==> src/rtl/mac_dot_accumulator_pkg.sv <==
// Shared definitions for the MAC dot-product accumulator: default widths and FSM state encoding.
package mac_dot_accumulator_pkg;

   localparam int PROD_WIDTH_DEF = 16;
   localparam int ACC_WIDTH_DEF  = 32;
   localparam int CNT_WIDTH_DEF  = 10;

   typedef enum logic [1:0] {
      ST_IDLE  = 2'd0,
      ST_ACCUM = 2'd1,
      ST_OUT   = 2'd2
   } state_e;

endpackage

==> src/rtl/mac_dot_accumulator_if.sv <==
// Control, MAC-beat input and result output signals of mac_dot_accumulator.
// Handshake rule for both in_* and out_*: a transfer happens on a rising clk edge where
// valid && ready; the source holds its payload stable until then, and ready may depend on state only.
interface mac_dot_accumulator_if #(
   parameter int PROD_WIDTH = 16,
   parameter int ACC_WIDTH  = 32,
   parameter int CNT_WIDTH  = 10
);
   logic                  start;
   logic [CNT_WIDTH-1:0]  len;
   logic                  busy;
   logic                  in_valid;
   logic                  in_ready;
   logic [PROD_WIDTH-1:0] in_sum;
   logic                  in_carry;
   logic                  out_valid;
   logic                  out_ready;
   logic [ACC_WIDTH-1:0]  out_data;
   logic                  out_ovf;

   modport master (
      output start, len, in_valid, in_sum, in_carry, out_ready,
      input  busy, in_ready, out_valid, out_data, out_ovf
   );

   modport slave (
      input  start, len, in_valid, in_sum, in_carry, out_ready,
      output busy, in_ready, out_valid, out_data, out_ovf
   );
endinterface

==> src/rtl/mac_dot_accumulator_acc_add_sat.sv <==
// Combinational accumulator adder with carry-out detection.
// ACC_SATURATE_EN defined: clamp to all-ones on carry-out; undefined: wrap modulo 2^ACC_WIDTH.
module acc_add_sat
   import mac_dot_accumulator_pkg::*;
#(
   parameter int ACC_WIDTH = ACC_WIDTH_DEF
) (
   input  logic [ACC_WIDTH-1:0] acc,
   input  logic [ACC_WIDTH-1:0] beat,
   output logic [ACC_WIDTH-1:0] acc_nxt,
   output logic                 ovf
);
   logic [ACC_WIDTH:0] sum;

   assign sum = {1'b0, acc} + {1'b0, beat};
   assign ovf = sum[ACC_WIDTH];

`ifdef ACC_SATURATE_EN
   // Once clamped, any further nonzero beat carries out again, so the value stays pinned.
   assign acc_nxt = ovf ? '1 : sum[ACC_WIDTH-1:0];
`else
   assign acc_nxt = sum[ACC_WIDTH-1:0];
`endif
endmodule

==> src/rtl/mac_dot_accumulator.sv <==
// Accumulates len {carry,sum} MAC beats into one dot-product result with a valid/ready output.
// Overflow behaviour is selected by ACC_SATURATE_EN (see acc_add_sat).
module mac_dot_accumulator
   import mac_dot_accumulator_pkg::*;
#(
   parameter int PROD_WIDTH = PROD_WIDTH_DEF,
   parameter int ACC_WIDTH  = ACC_WIDTH_DEF,
   parameter int CNT_WIDTH  = CNT_WIDTH_DEF
) (
   input  logic                  clk,
   input  logic                  rst,
   mac_dot_accumulator_if.slave  bus,
   output logic [1:0]            state_dbg
);
   localparam logic [1:0] S_IDLE  = ST_IDLE;
   localparam logic [1:0] S_ACCUM = ST_ACCUM;
   localparam logic [1:0] S_OUT   = ST_OUT;

   logic [1:0]           state;
   logic [CNT_WIDTH-1:0] len_q;
   logic [CNT_WIDTH-1:0] cnt;
   logic [ACC_WIDTH-1:0] acc;
   logic [ACC_WIDTH-1:0] acc_nxt;
   logic [ACC_WIDTH-1:0] beat;
   logic                 ovf;
   logic                 add_ovf;
   logic                 accept;
   logic                 last_beat;

   assign beat      = ACC_WIDTH'({bus.in_carry, bus.in_sum});
   assign accept    = bus.in_valid && (state == S_ACCUM);
   // cnt counts beats already taken, so the current beat is number cnt+1.
   assign last_beat = (cnt + CNT_WIDTH'(1)) == len_q;

   acc_add_sat #(.ACC_WIDTH(ACC_WIDTH)) u_acc_add_sat (
      .acc     (acc),
      .beat    (beat),
      .acc_nxt (acc_nxt),
      .ovf     (add_ovf)
   );

   always_ff @(posedge clk or posedge rst) begin
      if (rst) begin
         state <= S_IDLE;
         len_q <= '0;
         cnt   <= '0;
         acc   <= '0;
         ovf   <= 1'b0;
      end else begin
         case (state)
            S_IDLE: begin
               if (bus.start) begin
                  len_q <= bus.len;
                  cnt   <= '0;
                  acc   <= '0;
                  ovf   <= 1'b0;
                  state <= (bus.len == '0) ? S_OUT : S_ACCUM;
               end
            end
            S_ACCUM: begin
               if (accept) begin
                  acc <= acc_nxt;
                  ovf <= ovf | add_ovf;
                  cnt <= cnt + CNT_WIDTH'(1);
                  if (last_beat) state <= S_OUT;
               end
            end
            S_OUT: begin
               if (bus.out_ready) state <= S_IDLE;
            end
            default: state <= S_IDLE;
         endcase
      end
   end

   // The result register is the accumulator itself; it is only cleared by the next start.
   assign bus.out_data  = acc;
   assign bus.out_ovf   = ovf;
   assign bus.in_ready  = (state == S_ACCUM);
   assign bus.out_valid = (state == S_OUT);
   assign bus.busy      = (state != S_IDLE);
   assign state_dbg     = state;
endmodule
==> src/flat_wrapper.sv <==
// flat-port wrapper written by rule: the top's interface ports become plain ports
module mac_dot_accumulator_flat import mac_dot_accumulator_pkg::*;
#(
   parameter int PROD_WIDTH = PROD_WIDTH_DEF,
   parameter int ACC_WIDTH  = ACC_WIDTH_DEF,
   parameter int CNT_WIDTH  = CNT_WIDTH_DEF
)
  (clk, rst, state_dbg, bus_start, bus_len, bus_in_valid, bus_in_sum, bus_in_carry, bus_out_ready, bus_busy, bus_in_ready, bus_out_valid, bus_out_data, bus_out_ovf);
  mac_dot_accumulator_if #(.PROD_WIDTH(PROD_WIDTH), .ACC_WIDTH(ACC_WIDTH), .CNT_WIDTH(CNT_WIDTH)) bus_i ();
  input  logic clk;
  input  logic rst;
  output logic [1:0] state_dbg;
  input wire logic [$bits(bus_i.start)-1:0] bus_start;
  input wire logic [$bits(bus_i.len)-1:0] bus_len;
  input wire logic [$bits(bus_i.in_valid)-1:0] bus_in_valid;
  input wire logic [$bits(bus_i.in_sum)-1:0] bus_in_sum;
  input wire logic [$bits(bus_i.in_carry)-1:0] bus_in_carry;
  input wire logic [$bits(bus_i.out_ready)-1:0] bus_out_ready;
  output wire logic [$bits(bus_i.busy)-1:0] bus_busy;
  output wire logic [$bits(bus_i.in_ready)-1:0] bus_in_ready;
  output wire logic [$bits(bus_i.out_valid)-1:0] bus_out_valid;
  output wire logic [$bits(bus_i.out_data)-1:0] bus_out_data;
  output wire logic [$bits(bus_i.out_ovf)-1:0] bus_out_ovf;
  assign bus_i.start = bus_start;
  assign bus_i.len = bus_len;
  assign bus_i.in_valid = bus_in_valid;
  assign bus_i.in_sum = bus_in_sum;
  assign bus_i.in_carry = bus_in_carry;
  assign bus_i.out_ready = bus_out_ready;
  assign bus_busy = bus_i.busy;
  assign bus_in_ready = bus_i.in_ready;
  assign bus_out_valid = bus_i.out_valid;
  assign bus_out_data = bus_i.out_data;
  assign bus_out_ovf = bus_i.out_ovf;
  mac_dot_accumulator #(.PROD_WIDTH(PROD_WIDTH), .ACC_WIDTH(ACC_WIDTH), .CNT_WIDTH(CNT_WIDTH)) u_core (.clk(clk), .rst(rst), .bus(bus_i), .state_dbg(state_dbg));
endmodule
==> config.mk <==
export PLATFORM = sky130hd
export DESIGN_NAME = mac_dot_accumulator_flat
export DESIGN_NICKNAME = d
export VERILOG_FILES = /design/src/rtl/mac_dot_accumulator_pkg.sv /design/src/rtl/mac_dot_accumulator_if.sv /design/src/rtl/mac_dot_accumulator_acc_add_sat.sv /design/src/rtl/mac_dot_accumulator.sv /design/src/flat_wrapper.sv
export SDC_FILE = /design/constraint.sdc
export NUM_CORES = 1
export LEC_CHECK = 0
export ABC_AREA = 1
export CAP_MARGIN = 20
export CORE_UTILIZATION = 51
export CTS_CLUSTER_DIAMETER = 150
export DETAILED_ROUTE_END_ITERATION = 12
export PLACE_DENSITY_LB_ADDON = 0.3
export SLEW_MARGIN = 40
export SYNTH_ARGS = -nofsm -noshare
export SYNTH_HDL_FRONTEND = slang
export SYNTH_HIERARCHICAL = 1
export SYNTH_SLANG_ARGS = --single-unit
==> constraint.sdc <==
create_clock -name clk -period 1.9 [get_ports clk]
set_clock_uncertainty 0.05 [all_clocks]
set_input_delay 0.38 -clock clk [delete_from_list [all_inputs] [get_ports clk]]
set_output_delay 0.38 -clock clk [all_outputs]
set_load 0.1 [all_outputs]
==> results of run 1 <==
[cell families (layout without fill, tap and decap cells)]
family | Yosys count | in the layout | synth area share
flops | 55 | 55 | 0.272
xor+xnor | 17 | 17 | 0.0294
compound gates | 46 | 46 | 0.0487
other cells | 1 | 15 | 0.000741
fa+ha+maj | 34 | 34 | 0.0855
buf+inv | 164 | 309 | 0.124
simple gates | 527 | 527 | 0.440
[tightest hold or removal path, cell delays in order]
cell	delay, ps
clkdlybuf4s50_1	420
inv_2	70
buf_12	290
[per-layer routing]
metal / up-vias / share of wire / GRT usage
met1: 2825 / 0.40 / 0.378
met4: 0 / 0.050 / 0.139
met3: 84 / 0.066 / 0.0511
met5: - / 0 / 0
li1: 2891 / - / -
met2: 297 / 0.48 / 0.546
[worst max-delay path by stage]
stage                                        from                                  end  slack (ps)
6_report       u_core/bus.out_data[0]$_DFFE_PP0P_  u_core/bus.out_data[28]$_DFFE_PP0P_        -120
5_1_grt        u_core/bus.out_data[0]$_DFFE_PP0P_  u_core/bus.out_data[20]$_DFFE_PP0P_        -200
4_1_cts                              bus_in_carry  u_core/bus.out_data[30]$_DFFE_PP0P_          -8
3_5_place_dp                        bus_in_sum[0]  u_core/bus.out_data[20]$_DFFE_PP0P_        -500
3_3_place_gp                        bus_in_sum[0]  u_core/bus.out_data[28]$_DFFE_PP0P_        -470
2_1_floorplan     u_core/state_dbg[0]$_DFFE_PP0P_   u_core/bus.out_data[1]$_DFFE_PP0P_        -250
[power by group]
part	total (µW)	internal, µW	switching [µW]
clock	728	267	462
combinational	12500	4880	7590
sequential	2340	1760	573
[timing repair]
action / in CTS / in global routing
setup endpoints to repair: 23 / 26
pin swaps: 17 / 36
gates cloned: 1 / 0
hold buffers: 0 / 0
buffers inserted: 3 / 7
resized for setup: 51 / 83
[sequential cells by signal, summed over array words and instances, names as in the netlist]
signal and cells:
u_core/bus.out_ovf 1, u_core/cnt 10, u_core/bus.out_data 32, u_core/len_q 10, u_core/state_dbg 2
[per-stage QoR]
stage	utilization	hold slack [ps]	total power (µW)	setup WS [ps]
floorplan	-	411	9190	-254
global placement	0.739	425	12900	-467
detailed placement	0.739	443	13000	-496
CTS	0.783	381	14400	-8.34
global route	0.821	391	16400	-204
finish	0.821	367	15500	-123
[cell type report]
| class | count | share of cell area |
|---|---|---|
| sequential | 55 | 0.183 |
| inverter | 150 | 0.0740 |
| timing repair buffer | 151 | 0.229 |
| multi-input combinational | 639 | 0.481 |
| tap | 129 | 0.0209 |
| clock buffer | 5 | 0.00890 |
| clock inverter | 3 | 0.00291 |
[cells in the mapped netlist, types with 3 or more instances]
cell type | instances | share of area
a21oi_1 | 23 | 0.023
buf_2 | 6 | 0.0059
clkbuf_1 | 7 | 0.0052
dfrtp_1 | 55 | 0.27
ha_1 | 33 | 0.082
inv_1 | 146 | 0.11
inv_2 | 4 | 0.0030
nand2_1 | 353 | 0.26
nand2_2 | 19 | 0.023
nand3_1 | 78 | 0.077
nand3_2 | 5 | 0.0099
nand4_1 | 4 | 0.0049
nor2_1 | 48 | 0.036
nor2_2 | 7 | 0.0087
nor2_4 | 3 | 0.0067
nor3_1 | 5 | 0.0049
o21ai_0 | 13 | 0.013
o22ai_1 | 7 | 0.0087
xor2_1 | 15 | 0.026
==> impl_metrics.csv, run 1 <==
group,metric,value,unit
worst_setup_path,reg2reg_to,"u_core/bus.out_data[28]$_DFFE_PP0P_",
synth,synth-edff-count,0,
floorplan,ios,70,
worst_setup_path,worstPathMaxFanout,4,
cells_and_area,layout_commonest_cell,"nand2_1",
clocking,cts_buffer_depth,2,
cells_and_area,final.fill_count,574,
synth,yosys_warnings,6,
global_routing,grt_pass1_wl,25200,µm
clocking,htree_levels,2,
routing,routed-via-count,6097,
routing,dr.pass1.iters,6,
synth,synth_area,5060,µm²
worst_setup_path,cp_slowest_cell,"dfrtp_2",
clocking,clock_latency,340,ps
power_and_ir_drop,p_leak,0.00433,µW
placement,dpl_cell_area,6960,µm²
cells_and_area,nets,1068,
placement,hpwl,11000,µm
worst_setup_path,critPathKind,"flip-flop to flip-flop",
run_status,status,"complete, but fails checks",
worst_setup_path,r2r_slack,-120,ps
power_and_ir_drop,cellPowerDensity,2010,nW/µm²
global_routing,grt_pass1_vias,5765,
sta,fin_crit,2020,ps
sta,finalHoldViolCount,0,
routing,routed_via_density,5.39,
clocking,numCtsBuffers,5,
worst_setup_path,critPathLaunchType,"flip-flop",
worst_setup_path,arrival,2210,ps
floorplan,start_util,0.538,
floorplan,dieArea,10300,µm²
routing,drtIter0Drc,479,
clocking,cts_root_buffer,"clkbuf_8",
run_status,violations,"setup timing",
worst_setup_path,crit_chain,"ha_4 > fa_2 > nand3_2 > nand3_2 > nand2_2 > nand2_4 > nand2_4 > nand2_4 > nand2_2 > nand2_2 > nand2_1 > nand2_1 > nand3_1 > nand2_1",
synth,syn_inst,844,
worst_setup_path,r2r_cells,14,
routing,wire_per_inst,15.1,µm
cells_and_area,syn2layout_area_growth,52.7,%
sta,drv_slew,0,
synth,yosys.cell_types.count,30,
placement,io_buffers,69,
sta,relSlewSlack,0.571,
cells_and_area,fin_cells,1132,
worst_hold_path,min_path_type,"input port to async pin",
floorplan,die_x,102,µm
sta,rsz0062_at_grt,"yes",
run,cap_violations,0,
sta,finalSetupViolCount,12,
floorplan,die_h,102,µm
worst_setup_path,regToRegStartpoint,"u_core/bus.out_data[0]$_DFFE_PP0P_",
worst_setup_path,cp_slowest_stage_delay,440,ps
synth,syn_avg_cell_area,6.00,µm²
worst_setup_path,end_kind,"flip-flop",
global_routing,grt.overflow.total,0,
synth,ys.flop_type,"dfrtp_1",
sta,max_freq,494,MHz
floorplan,coreArea,9420,µm²
global_routing,grt_start_max_net_pins,56,
worst_setup_path,cp_num_buf_inv,0,
global_routing,antenna_found_initial,0,
synth,async_reset_ff_frac,1.00,
sta,setup_slack,-123,ps
cells_and_area,final_cell_mix,"nand2_1, inv_1, buf_4",
routing,drcViolationCount,0,
worst_setup_path,cp.depth,14,
cells_and_area,regArea,1420,µm²
worst_setup_path,crit_family,"simple AND/OR/NAND/NOR gates",
placement,placed_cells,1113,
worst_setup_path,critPathRequiredTime,2090,ps
power_and_ir_drop,ir_drop,0.00143,V
clocking,tritoncts,"done",
cells_and_area,stdcell_area,7730,µm²
sta,post-route-period-util,1.06,
sta,tns,-755,ps
synth,yosysSeqAreaShare,0.272,
sta,worst_pin_slew,642,ps
routing,drt_wl_total,17100,µm
synth,ys_seq_elements,55,
floorplan,rows,35,
routing,ant_nets,0,
clocking,cts_num_sinks,55,
clocking,clk_pin_slew,120,ps
global_routing,track_usage,0.313,
cells_and_area,multi_input_comb_area,3720,µm²
placement,place_congestion,0.969,
cells_and_area,n_antenna_cell,0,
cells_and_area,drive_above_1_share,0.308,
No activity file was read; power rests on OpenSTA's default activity.
==> run 2, diff against run 1 <==
ABC_CLOCK_PERIOD_IN_PS = 1900   (was not set)
==> results of run 2 <==
No change in the layout: final DEF, timing and power equal those of run 1.
==> run 3, diff against run 2 <==
CTS_CLUSTER_SIZE = 16   (was not set)
==> results of run 3 <==
No change in the layout: final DEF, timing and power equal those of run 1.
